## config.mk

```make
export PLATFORM = sky130hd
export DESIGN_NAME = pipeline_latch
export DESIGN_NICKNAME = d
export VERILOG_FILES = /design/src/rtl/pipeline_pkg.sv /design/src/rtl/pipeline_stage.sv /design/src/rtl/pipeline_latch.sv
export SDC_FILE = /design/constraint.sdc
export NUM_CORES = 1
export LEC_CHECK = 0
export BUFFER_PORTS_ARGS = -buffer_cell sky130_fd_sc_hd__buf_2
export CAP_MARGIN = 20
export CORE_MARGIN = 2
export CORE_UTILIZATION = 44
export CTS_BUF_LIST = sky130_fd_sc_hd__clkbuf_4 sky130_fd_sc_hd__clkbuf_8 sky130_fd_sc_hd__clkbuf_16
export CTS_CLUSTER_SIZE = 8
export DETAILED_ROUTE_END_ITERATION = 12
export PLACE_DENSITY = 0.77
export SYNTH_ARGS = -nofsm -noshare
export SYNTH_HDL_FRONTEND = slang
export SYNTH_SLANG_ARGS = --single-unit
export TNS_END_PERCENT = 1
```

## constraint.sdc

```tcl
create_clock -name clk -period 0.9 [get_ports clk]
set_input_delay 0.135 -clock clk [delete_from_list [all_inputs] [get_ports clk]]
set_output_delay 0.135 -clock clk [all_outputs]
set_load 0.01 [all_outputs]
```

## src/rtl/pipeline_pkg.sv

```systemverilog
// Shared constants for the pipeline datapath registers: data width and
// reset/NOP words usable as RESET_VAL at stage boundaries.
package pipeline_pkg;

  localparam int XLEN = 32;

  localparam logic [XLEN-1:0] ZERO_WORD = 32'h0000_0000;
  // addi x0, x0, 0 -- canonical RISC-V NOP, used when a boundary must reset to a bubble
  localparam logic [XLEN-1:0] NOP_INSTR = 32'h0000_0013;

endpackage

```

## src/rtl/pipeline_stage.sv

```systemverilog
// One enable-gated register slice: loads d when en is high, holds otherwise,
// and clears asynchronously to RESET_VAL while rst is low.
module pipeline_stage
  import pipeline_pkg::*;
#(
  parameter int               WIDTH     = XLEN,
  parameter logic [WIDTH-1:0] RESET_VAL = {WIDTH{1'b0}}
) (
  input  logic             clk,
  input  logic             rst,
  input  logic             en,
  input  logic [WIDTH-1:0] d,
  output logic [WIDTH-1:0] q
);

  logic [WIDTH-1:0] r_q;

  // Capture on enable, hold on stall; reset clears without a clock.
  always_ff @(posedge clk or negedge rst) begin
    if (!rst) begin
      r_q <= RESET_VAL;
    end else if (en) begin
      r_q <= d;
    end else begin
      r_q <= r_q;
    end
  end

  assign q = r_q;

endmodule

```

## src/rtl/pipeline_latch.sv

```systemverilog
// Parameterised inter-stage pipeline register: STAGES cascaded enable-gated
// slices sharing clock, reset and enable; Out comes straight from the last flop.
module pipeline_latch
  import pipeline_pkg::*;
#(
  parameter int               WIDTH     = XLEN,
  parameter logic [WIDTH-1:0] RESET_VAL = {WIDTH{1'b0}},
  parameter int               STAGES    = 1
) (
  input  logic             clk,
  input  logic             rst,
  input  logic             en,
  input  logic [WIDTH-1:0] In,
  output logic [WIDTH-1:0] Out
);

  if (WIDTH < 1) begin : g_bad_width
    $error("pipeline_latch: WIDTH must be >= 1");
  end
  if (STAGES < 1) begin : g_bad_stages
    $error("pipeline_latch: STAGES must be >= 1");
  end

  // w_chain[0] is the upstream input; w_chain[i+1] is the output of slice i.
  logic [STAGES:0][WIDTH-1:0] w_chain;

  assign w_chain[0] = In;

  for (genvar i = 0; i < STAGES; i++) begin : g_stage
    pipeline_stage #(
      .WIDTH    (WIDTH),
      .RESET_VAL(RESET_VAL)
    ) u_stage (
      .clk(clk),
      .rst(rst),
      .en (en),
      .d  (w_chain[i]),
      .q  (w_chain[i+1])
    );
  end

  assign Out = w_chain[STAGES];

endmodule

```

**Yosys cells after proc, flatten, opt, wreduce, memory -nomap -nowiden**

Index checks and enable logic that the tools add are counted.

- Register bits after elaboration: 32
- Output and inout bits: 32
- Word-level logic and storage cells: 1

**Longest topological paths before layout**

- Depth after elaboration: 0
- Mapped depth: 3
- Mapped depth without buffers: 1

**Worst setup path before layout**

No wires, ideal clock.

- Kind: input -> register
- From: input port en
- To: register g_stage[0].u_stage.r_q[0]
- Library setup time: 0.125 ns
- Data arrival time: 0.677 ns
- Setup slack: 0.098 ns
- Stages on the path: 3
- Path through: buf_6 buf_12 mux2_4

RTL lines:

| what | RTL line | source |
|---|---|---|
| start, declared | pipeline_latch.sv:12 | `input logic en,` |
| end signal, assigned | pipeline_stage.sv:25 | `r_q <= r_q;` |
| end, declared | pipeline_stage.sv:16 | `logic [WIDTH-1:0] r_q;` |

No word-level cell between the ends.

**Worst setup path after layout**

- From: register g_stage[0].u_stage.r_q[19]
- To: output port Out[19]

RTL lines:

| what | RTL line | source |
|---|---|---|
| end, declared | pipeline_latch.sv:14 | `output logic [WIDTH-1:0] Out` |

No word-level cell between the ends.

==> flow_summary.json <==
{
  "floorplan.die_area_sq_um": 3520,
  "yosysWarnings": 0,
  "grt_overflow_total": 0,
  "start_kind": "flip-flop",
  "worst_setup_path_end_kind": "primary output",
  "clk_pin_slew_worst_paths_ns": 0.09,
  "status": "complete, but fails checks",
  "portBuffers": 66,
  "relSlewSlack": 0.886,
  "drt_iter0_drc": 10,
  "finalPower_mw": 3.20,
  "internal_power_mw": 2.42,
  "power_frac_comb": 0.202,
  "synthCells": 68,
  "drt-wirelength-per-cell_um": 13.6,
  "hold_path_depth": 2,
  "cp_slowest_cell": "dfrtp_1",
  "whs_ns": 0.0365,
  "num_vias": 821,
  "finalWirelength_mm": 2.40,
  "cts_tree": "done",
  "rows": 20,
  "hold-path-endpoint": "g_stage[0].u_stage.q[2]$_DFFE_PN0P_",
  "insertion_delay_ns": 0.32,
  "core_area_sq_um": 2980,
  "antenna_found_initial": 0,
  "cellPowerDensity_nw_per_um2": 1780,
  "min_period_ns": 1.00,
  "syn_nets": 103,
  "p_leak_nw": 0.970,
  "min-delay-path-class": "primary input to flip-flop",
  "r2r-end": "g_stage[0].u_stage.q[16]$_DFFE_PN0P_",
  "area_delta_synth_final_pct": 34.0,
  "cp_slowest_stage_delay_ns": 0.40,
  "drcViolationCount": 0,
  "worstPathCellList": "buf_2",
  "path_delay_family": "flip-flops",
  "first_pass_iters": 4,
  "crit_fanout": 2,
  "diodes": 0,
  "path_buf_inv": 1,
  "root_buffer": "clkbuf_4",
  "die_h_um": 59.3,
  "stdcell_count": 176,
  "reg2reg_slack_ns": 0.01,
  "h-tree-depth": 2,
  "r2r.worst_path.cells": 2,
  "grt_pass1_wl_mm": 3.94,
  "ir_worst_vdd_v": 0.000974,
  "pre_cts_slack_ns": -0.0337,
  "seq_power_share": 0.519,
  "min_from": "In[2]",
  "worstPathRequired_ns": 0.76,
  "cts_made_buffers": 5,
  "swShare": 0.244,
  "grt_setup_unrepaired": "yes",
  "slew_viol_final": 0,
  "place_congestion": 0.652,
  "drive_gt1_frac": 0.769,
  "period_share": 1.11,
  "synthesis.area_sq_um": 1350,
  "critPathArrivalTime_ns": 0.86,
  "ys_ff_latch": 32,
  "clock-sinks": 32,
  "yosysSeqAreaShare": 0.595,
  "tightest_slew_ns": 0.171,
  "avgSynthCellArea_sq_um": 19.8,
  "drv_cap": 0,
  "track_usage": 0.158,
  "fin_skew_ns": 0,
  "setup_ws_ns": -0.0995,
  "final_antenna_net_count": 0,
  "final_cell_area_sq_um": 1800,
  "post_synth_num_cell_types": 5,
  "ios": 67,
  "grt_pass1_vias": 850,
  "max-clock-path-buffers": 2,
  "critPathKind": "flip-flop to primary output",
  "clock.fmax_mhz": 1000,
  "hold_viol_final": 0,
  "violations": "negative setup slack",
  "fp.dieW_um": 59.3,
  "pwr-share-clk": 0.279,
  "dp.cells": 166,
  "start_util": 0.452,
  "setup_viol": 32,
  "placedInstanceArea_sq_um": 1710,
  "via_per_inst": 4.66,
  "switchingPower_mw": 0.782,
  "grt_max_degree": 33,
  "dp_hpwl_mm": 1.76,
  "final_nets": 178,
  "r2r_start": "g_stage[0].u_stage.q[16]$_DFFE_PN0P_",
  "largest_reg_flops": 32
}
==> layer usage <==
metal  vias to the layer above  GRT usage  part of all wire
met5                         -          0                 0
met4                         0     0.0877             0.020
met3                         6     0.0568             0.075
met2                        38      0.214              0.46
met1                       390      0.217              0.45
li1                        387          -                 -
==> synth_stat cells <==
library cell	count	area share
buf_6	1	0.0084
mux2_4	30	0.33
dfrtp_1	32	0.60
mux2_2	2	0.017
buf_12	3	0.045
==> how the worst max path moves through the flow <==
stage,from,cells past startpoint,slack (ns),to
floorplan,en,3,0.1,g_stage[0].u_stage.q[0]$_DFFE_PN0P_
global placement,en,3,-0.005,g_stage[0].u_stage.q[18]$_DFFE_PN0P_
CTS,g_stage[0].u_stage.q[16]$_DFFE_PN0P_,1,-0.12,Out[16]
finish,g_stage[0].u_stage.q[19]$_DFFE_PN0P_,1,-0.1,Out[19]
detailed placement,en,3,-0.03,g_stage[0].u_stage.q[16]$_DFFE_PN0P_
global route,g_stage[0].u_stage.q[11]$_DFFE_PN0P_,1,-0.16,Out[11]
==> what timing repair did <==
item / 4_1_cts / 5_1_grt
hold buffers: 1 / 0
cloned: 0 / 0
hold endpoints to repair: 32 / 0
buffers inserted: 2 / 0
setup endpoints to repair: 32 / 33
gates resized for setup: 0 / 1
==> power by group through the flow <==
stage / clock network, mW / logic, mW / registers (mW)
final: 0.894 / 0.648 / 1.66
after detailed placement: 0 / 0.639 / 1.68
after global placement: 0 / 0.621 / 1.68
after CTS: 0.932 / 0.655 / 1.66
after floorplan: 0 / 0.295 / 1.75
after global routing: 1.00 / 0.702 / 1.68
==> through the flow <==
| stage | util | setup TNS (ns) |
|---|---|---|
| after floorplan | - | 0 |
| after global placement | 0.573 | -0.0530 |
| after detailed placement | 0.573 | -0.489 |
| after CTS | 0.603 | -3.45 |
| after global routing | 0.605 | -4.37 |
| final | 0.605 | -2.76 |
==> cell families after synthesis <==
| kind of cell | after synthesis | share of synthesized area |
|---|---|---|
| mux | 32 | 0.352 |
| flops | 32 | 0.595 |
| buf+inv | 4 | 0.0530 |
==> cells in the final DEF, fill, tap and decap left out, drive strengths merged <==
cell type	netlist	final
buf	4	71
clkbuf	0	7
dfrtp	32	32
dlygate4sd3	0	1
mux2	32	32
==> area by class of cell <==
class / instances / area (sq um)
well taps: 33 / 41.3
repair buffers: 72 / 422
fillers: 252 / 1180
multi-input cells: 32 / 473
flip-flops and latches: 32 / 801
clock buffers: 7 / 65.1
Power figures use the tool's default switching activity.
